**src/rtl/uart_pkg.sv**
```systemverilog
// Shared constants for the UART core: Rx state encoding, synchronizer depth and frame length.
package uart_pkg;

   typedef logic [3:0] rx_state_t;

   localparam rx_state_t IDLE       = 4'd0;
   localparam rx_state_t START_BIT  = 4'd1;
   localparam rx_state_t DATA_BIT_0 = 4'd2;
   localparam rx_state_t DATA_BIT_1 = 4'd3;
   localparam rx_state_t DATA_BIT_2 = 4'd4;
   localparam rx_state_t DATA_BIT_3 = 4'd5;
   localparam rx_state_t DATA_BIT_4 = 4'd6;
   localparam rx_state_t DATA_BIT_5 = 4'd7;
   localparam rx_state_t DATA_BIT_6 = 4'd8;
   localparam rx_state_t DATA_BIT_7 = 4'd9;
   localparam rx_state_t PARITY_BIT = 4'd10;
   localparam rx_state_t STOP_BIT   = 4'd11;

   localparam int SYNC_DEPTH = 3;

   // Frame length: start + data + optional parity + stop.
   function automatic int num_bits(input int data_width, input int parity_en);
      return data_width + parity_en + 2;
   endfunction

endpackage

```
**src/rtl/uart_rx_sync.sv**
```systemverilog
// Multi-flop synchronizer for the asynchronous serial input; presets to the idle (high) level.
module uart_rx_sync
   import uart_pkg::*;
(
   input  logic clk,
   input  logic reset,
   input  logic d,
   output logic q
);

   logic [SYNC_DEPTH-1:0] sync_q;
   logic [SYNC_DEPTH-1:0] sync_d;

   always_comb begin
      sync_d = {sync_q[SYNC_DEPTH-2:0], d};
   end

   always_ff @(posedge clk or negedge reset) begin
      if (!reset) sync_q <= '1;
      else        sync_q <= sync_d;
   end

   assign q = sync_q[SYNC_DEPTH-1];

endmodule

```
**src/rtl/uart_core.sv**
```systemverilog
// Full-duplex UART: baud generator, PISO transmitter and oversampling receiver FSM.
// Define UART_DEBUG_PORTS_EN to expose state, baud_clk and shift_reg for observation.
module uart_core
   import uart_pkg::*;
#(
   parameter int  INPUT_DATA_WIDTH = 8,
   parameter int  PARITY_ENABLED   = 1,
   parameter int  PARITY_TYPE      = 0,
   parameter int  CLOCKS_PER_BIT   = 8,
   localparam int NUM_BITS         = num_bits(INPUT_DATA_WIDTH, PARITY_ENABLED)
) (
   input  logic                        clk,
   input  logic                        reset,
   input  logic                        enable,
   input  logic [INPUT_DATA_WIDTH-1:0] i_data,
   output logic                        o_busy,
   output logic                        serial_out,
   input  logic                        serial_in,
   output logic [INPUT_DATA_WIDTH-1:0] received_data,
   output logic                        data_is_valid,
   output logic                        rx_error
`ifdef UART_DEBUG_PORTS_EN
   ,
   output logic [3:0]                  state,
   output logic                        baud_clk,
   output logic [NUM_BITS-1:0]         shift_reg
`endif
);

   localparam int               CNT_W      = $clog2(CLOCKS_PER_BIT);
   localparam int               TXC_W      = $clog2(NUM_BITS + 1);
   localparam logic [CNT_W-1:0] CNT_LAST   = CNT_W'(CLOCKS_PER_BIT - 1);
   localparam logic [CNT_W-1:0] CNT_MID    = CNT_W'(CLOCKS_PER_BIT / 2 - 1);
   localparam logic [TXC_W-1:0] TXC_LAST   = TXC_W'(NUM_BITS);
   localparam rx_state_t        LAST_DATA  = rx_state_t'(DATA_BIT_0 + INPUT_DATA_WIDTH - 1);
   localparam rx_state_t        AFTER_DATA = (PARITY_ENABLED != 0) ? PARITY_BIT : STOP_BIT;
   localparam logic             PAR_ODD    = (PARITY_TYPE != 0);

   logic [CNT_W-1:0]            baud_cnt_q, baud_cnt_d;
   logic                        baud_tick;
   logic [NUM_BITS-1:0]         shift_q, shift_d, tx_frame;
   logic [TXC_W-1:0]            tx_cnt_q, tx_cnt_d;
   logic                        busy_q, busy_d, tx_line_q, tx_line_d, tx_parity;

   logic                        rx_in, rx_prev_q, rx_prev_d, rx_par_q, rx_par_d, parity_ok;
   rx_state_t                   state_q, state_d;
   logic [CNT_W-1:0]            rx_cnt_q, rx_cnt_d;
   logic [INPUT_DATA_WIDTH-1:0] hold_q, hold_d, rx_data_q, rx_data_d;
   logic                        valid_q, valid_d, err_q, err_d;

   uart_rx_sync u_rx_sync (
      .clk   (clk),
      .reset (reset),
      .d     (serial_in),
      .q     (rx_in)
   );

   assign baud_tick = (baud_cnt_q == CNT_LAST);
   assign tx_parity = (^i_data) ^ PAR_ODD;
   assign tx_frame  = (PARITY_ENABLED != 0) ? NUM_BITS'({1'b1, tx_parity, i_data, 1'b0})
                                            : NUM_BITS'({1'b1, i_data, 1'b0});
   assign parity_ok = (PARITY_ENABLED == 0) || (rx_par_q == ((^hold_q) ^ PAR_ODD));

   // NOTE: every _d gets a default before any branch so no path leaves it unassigned (no latches).
   always_comb begin
      baud_cnt_d = baud_tick ? '0 : baud_cnt_q + 1'b1;
      shift_d    = shift_q;
      tx_cnt_d   = tx_cnt_q;
      busy_d     = busy_q;
      tx_line_d  = tx_line_q;
      if (!busy_q) begin
         if (enable) begin
            shift_d  = tx_frame;
            busy_d   = 1'b1;
            tx_cnt_d = '0;
         end
      end else if (baud_tick) begin
         // First tick only presents the start bit; later ticks shift, the tick after the stop bit ends the frame.
         if (tx_cnt_q == '0) begin
            tx_line_d = shift_q[0];
         end else if (tx_cnt_q < TXC_LAST) begin
            shift_d   = {1'b1, shift_q[NUM_BITS-1:1]};
            tx_line_d = shift_q[1];
         end else begin
            busy_d    = 1'b0;
            tx_line_d = 1'b1;
         end
         tx_cnt_d = (tx_cnt_q == TXC_LAST) ? '0 : tx_cnt_q + 1'b1;
      end
   end

   always_comb begin
      rx_prev_d = rx_in;
      state_d   = state_q;
      rx_cnt_d  = rx_cnt_q + 1'b1;
      hold_d    = hold_q;
      rx_par_d  = rx_par_q;
      rx_data_d = rx_data_q;
      valid_d   = 1'b0;
      err_d     = 1'b0;
      case (state_q)
         IDLE: begin
            rx_cnt_d = '0;
            if (rx_prev_q && !rx_in) state_d = START_BIT;
         end
         START_BIT: if (rx_cnt_q == CNT_MID) begin
            rx_cnt_d = '0;
            state_d  = rx_in ? IDLE : DATA_BIT_0;
         end
         PARITY_BIT: if (rx_cnt_q == CNT_LAST) begin
            rx_cnt_d = '0;
            rx_par_d = rx_in;
            state_d  = STOP_BIT;
         end
         STOP_BIT: if (rx_cnt_q == CNT_LAST) begin
            rx_cnt_d = '0;
            state_d  = IDLE;
            if (rx_in && parity_ok) begin
               rx_data_d = hold_q;
               valid_d   = 1'b1;
            end else begin
               err_d = 1'b1;
            end
         end
         default: begin
            if (state_q > LAST_DATA) begin
               state_d = IDLE;
            end else if (rx_cnt_q == CNT_LAST) begin
               rx_cnt_d = '0;
               hold_d   = {rx_in, hold_q[INPUT_DATA_WIDTH-1:1]};
               state_d  = (state_q == LAST_DATA) ? AFTER_DATA : state_q + 1'b1;
            end
         end
      endcase
   end

   // NOTE: state uses non-blocking assignments so every flop samples the pre-edge values.
   // NOTE: the data registers are reset too, so received_data reads 0 before the first frame.
   always_ff @(posedge clk or negedge reset) begin
      if (!reset) begin
         baud_cnt_q <= '0;
         shift_q    <= '1;
         tx_cnt_q   <= '0;
         busy_q     <= 1'b0;
         tx_line_q  <= 1'b1;
         rx_prev_q  <= 1'b1;
         state_q    <= IDLE;
         rx_cnt_q   <= '0;
         hold_q     <= '0;
         rx_par_q   <= 1'b0;
         rx_data_q  <= '0;
         valid_q    <= 1'b0;
         err_q      <= 1'b0;
      end else begin
         baud_cnt_q <= baud_cnt_d;
         shift_q    <= shift_d;
         tx_cnt_q   <= tx_cnt_d;
         busy_q     <= busy_d;
         tx_line_q  <= tx_line_d;
         rx_prev_q  <= rx_prev_d;
         state_q    <= state_d;
         rx_cnt_q   <= rx_cnt_d;
         hold_q     <= hold_d;
         rx_par_q   <= rx_par_d;
         rx_data_q  <= rx_data_d;
         valid_q    <= valid_d;
         err_q      <= err_d;
      end
   end

   assign o_busy        = busy_q;
   assign serial_out    = tx_line_q;
   assign received_data = rx_data_q;
   assign data_is_valid = valid_q;
   assign rx_error      = err_q;

`ifdef UART_DEBUG_PORTS_EN
   assign state     = state_q;
   assign baud_clk  = baud_tick;
   assign shift_reg = shift_q;
`endif

endmodule

```
**config.mk**
```make
export PLATFORM = sky130hd
export DESIGN_NAME = uart_core
export DESIGN_NICKNAME = d
export VERILOG_FILES = /design/src/rtl/uart_pkg.sv /design/src/rtl/uart_rx_sync.sv /design/src/rtl/uart_core.sv
export SDC_FILE = /design/constraint.sdc
export NUM_CORES = 1
export LEC_CHECK = 0
export ABC_AREA = 1
export BUFFER_PORTS_ARGS = -buffer_cell sky130_fd_sc_hd__buf_2
export CAP_MARGIN = 20
export CORE_MARGIN = 1
export CORE_UTILIZATION = 53
export CTS_CLUSTER_DIAMETER = 40
export DETAILED_ROUTE_END_ITERATION = 10
export GPL_ROUTABILITY_DRIVEN = 1
export PLACE_DENSITY = 0.76
export SETUP_SLACK_MARGIN = 0.05
export SLEW_MARGIN = 15
export SYNTH_ARGS = -nofsm -noshare
export SYNTH_HDL_FRONTEND = slang
export SYNTH_SLANG_ARGS = --single-unit
export TNS_END_PERCENT = 10
```
**constraint.sdc**
```tcl
create_clock -name clk -period 1.5 [get_ports clk]
set_input_delay 0.15 -clock clk [delete_from_list [all_inputs] [get_ports clk]]
set_output_delay 0.15 -clock clk [all_outputs]
set_load 0.02 [all_outputs]
```
==> impl_metrics.toml <==
[placed_design]
placed_area_um2 = 2990
placedCellCount = 411
post-dp-hpwl_um = 3650
io_buffers = 23
place.gp.congestion = 0.926
dp_slack_ps = -150

[sta]
worst_slack_ps = -76.3
finalCriticalPeriod_ps = 1580
min_period_over_period = 1.05
rsz0062_at_grt = "true"
slew_headroom = 0.827
worst_pin_slew_ps = 260
fmaxAchievable_mhz = 634
setup_viol = 13
hold_viol = 0
slew_viol_final = 0
fin_worst_skew_ps = 7.92

[pwr]
p_leak_uw = 0.00171
ir_drop_uv = 900
cellPowerDensity_nw_per_um2 = 1480

[setup_path]
worstSetupPathType = "register to register"
crit_arrival_ps = 1800
required_ps = 1720
r2r_slack_ps = -80
reg2reg_to = "rx_cnt_q[1]$_DFF_PN0_"
crit_path_max_fanout = 12
end_kind = "register"
rr_worst_depth = 9
startpoint_type = "register"
r2r-start = "state_q[0]$_DFFE_PN0P_"

[global_route]
grt_max_degree = 50
grt_util_all_layers = 0.228
antenna_found_initial = 0
grt.overflow.total = 0
grt_pass1_vias = 2132
grt_pass1_wl_um = 9210

[yosys]
syn_inst = 306
ys_types = 34
synth_seq_cells = 49
yosys-top-cells-area = "dfrtp_1, dfstp_2, nand2_1"
synth_top_area_cell = "dfrtp_1"
synth_area_um2 = 2630
synth.avg_cell_area_um2 = 8.59
yosysWarningCount = 0
ys_seq_area_frac = 0.474
yosysTopAreaCellShare = 0.324
synth_nets = 331

[min_path]
min_to = "o_busy$_DFF_PN0_"
hold_depth = 3
min_from = "enable"
hold_path_class = "input pin to register"

[outcome]
violations = "negative setup slack"
status = "complete, but fails checks"

[flow_run]
cap_violations = 0

[drt]
drt_iter0_markers = 117
num_vias = 2182
post-route-drc-count = 0
wl_per_cell_um = 12.4
first_pass_iters = 4
vias_per_cell = 5.05
wl_um = 5370
ant_nets = 0

[layout]
antenna_cells = 0
layout-drive-gt1-share = 0.400
fin_util = 0.713
final-instance-count-excl-fill = 432
nFillCells = 379
fin_nets = 389
multi_input_area_um2 = 1430
stdcell_area_um2 = 3390
synthToLayoutAreaGrowth_pct = 29.0
seq_area_um2 = 1250

[clock_tree]
worstSkewPairLatency_ps = 300
clock_sinks = 49
cts_max_path_buffers = 2
cts.htree.levels = 2
clk_pin_slew_ps = 90
cts_buffers = 5
cts_tree = "done"
clock-root-buffer = "clkbuf_8"

[die]
initial_core_util = 0.553
rows = 25
die_h_um = 72.4
ioPinCount = 24
dieArea_um2 = 5240
core_um2 = 4750
die_x_um = 72.4
where the power goes:
part	internal [uW]	switching, uW	leakage [uW]	total [uW]
clock network	491	438	0.0000518	929
logic	957	1210	0.00105	2160
registers	1690	241	0.000602	1930
total	3140	1880	0.00171	5020
synthesized netlist by cell type, drive strengths merged:
cell	instances
o21ai	22
xnor2	5
o22ai	3
mux2i	7
ha	13
clkbuf	1
dfrtp	34
nand2	93
xor2	3
nand4	9
nor2	30
inv	35
nor3	4
buf	3
or2	1
nor3b	1
o21a	1
a21oi	9
o211ai	1
nand3	16
dfstp	15
worst max-delay path by stage:
stage                             end  slack, ps                   start
2_1_floorplan   hold_q[1]$_DFFE_PN0P_         10  state_q[0]$_DFFE_PN0P_
3_3_place_gp   state_q[0]$_DFFE_PN0P_       -150  state_q[1]$_DFFE_PN0P_
3_5_place_dp   state_q[0]$_DFFE_PN0P_       -150  state_q[1]$_DFFE_PN0P_
4_1_cts        state_q[0]$_DFFE_PN0P_        -50  state_q[0]$_DFFE_PN0P_
5_1_grt         hold_q[5]$_DFFE_PN0P_       -170  state_q[1]$_DFFE_PN0P_
6_report        rx_cnt_q[1]$_DFF_PN0_        -80  state_q[0]$_DFFE_PN0P_
area by class of cell:
cell class                 instances  share of cell area
tap                               67              0.0247
timing repair buffer              54               0.113
inverter                          35              0.0395
clock buffer                       5              0.0203
multi-input combinational        219               0.421
sequential                        49               0.369
clock inverter                     3              0.0122
layout by cell type (no fill, tap or decap), drive strengths merged, types with 5 or more instances in the layout:
master	count
buf	52
nand2	93
o21ai	22
dfrtp	34
clkbuf	5
ha	13
xnor2	5
inv	35
mux2i	7
dfstp	15
nand4	10
nor2	30
nand3	16
a21oi	9
logic make-up (layout without fill, tap and decap cells):
kind of cell | after synthesis | in the layout | synth area share
fa+ha+maj | 13 | 13 | 0.0619
simple gates | 154 | 155 | 0.277
buf+inv | 39 | 97 | 0.0590
compound gates | 36 | 36 | 0.0748
xor+xnor | 8 | 8 | 0.0267
flops | 49 | 49 | 0.474
mux | 7 | 7 | 0.0267
routing by layer:
layer	global-route usage	wire length, um
met1	0.294	2410
met2	0.377	2700
met3	0.0403	160
met4	0.0959	106
met5	0	0
sequential cells by signal, indices dropped and copies added (netlist names):
register          count
state_q               4
hold_q                8
shift_q              10
u_rx_sync.sync_q      3
baud_cnt_q            3
tx_cnt_q              4
received_data         8
serial_out            1
rx_par_q              1
rx_cnt_q              3
o_busy                1
rx_error              1
rx_prev_q             1
data_is_valid         1
critical path: stages (launching register included):
cell     delay, ps
dfrtp_2        450
inv_4           60
ha_1           190
nor2_1         110
o21ai_2         80
buf_4          150
nand2_4         90
nor2_8          50
buf_12         140
nor3b_2        180
through the flow:
stage / power (uW) / hold WS (ps) / setup TNS [ps]
after floorplan: 3130 / -146 / 0
after global placement: 3640 / 159 / -1210
after detailed placement: 3690 / 157 / -1530
after CTS: 4820 / 98.2 / -468
after global routing: 5380 / 153 / -2140
final: 5020 / 122 / -580
what timing repair did:
item                                   4_1_cts  5_1_grt
setup endpoints to repair                   32       36
hold buffers                                 2        0
cloned                                       0        1
endpoints found under the hold margin       35        0
buffers inserted                             6        4
gates resized for setup                     17       37
pin swaps                                   10       13
No activity file was read; power rests on OpenSTA's default activity.
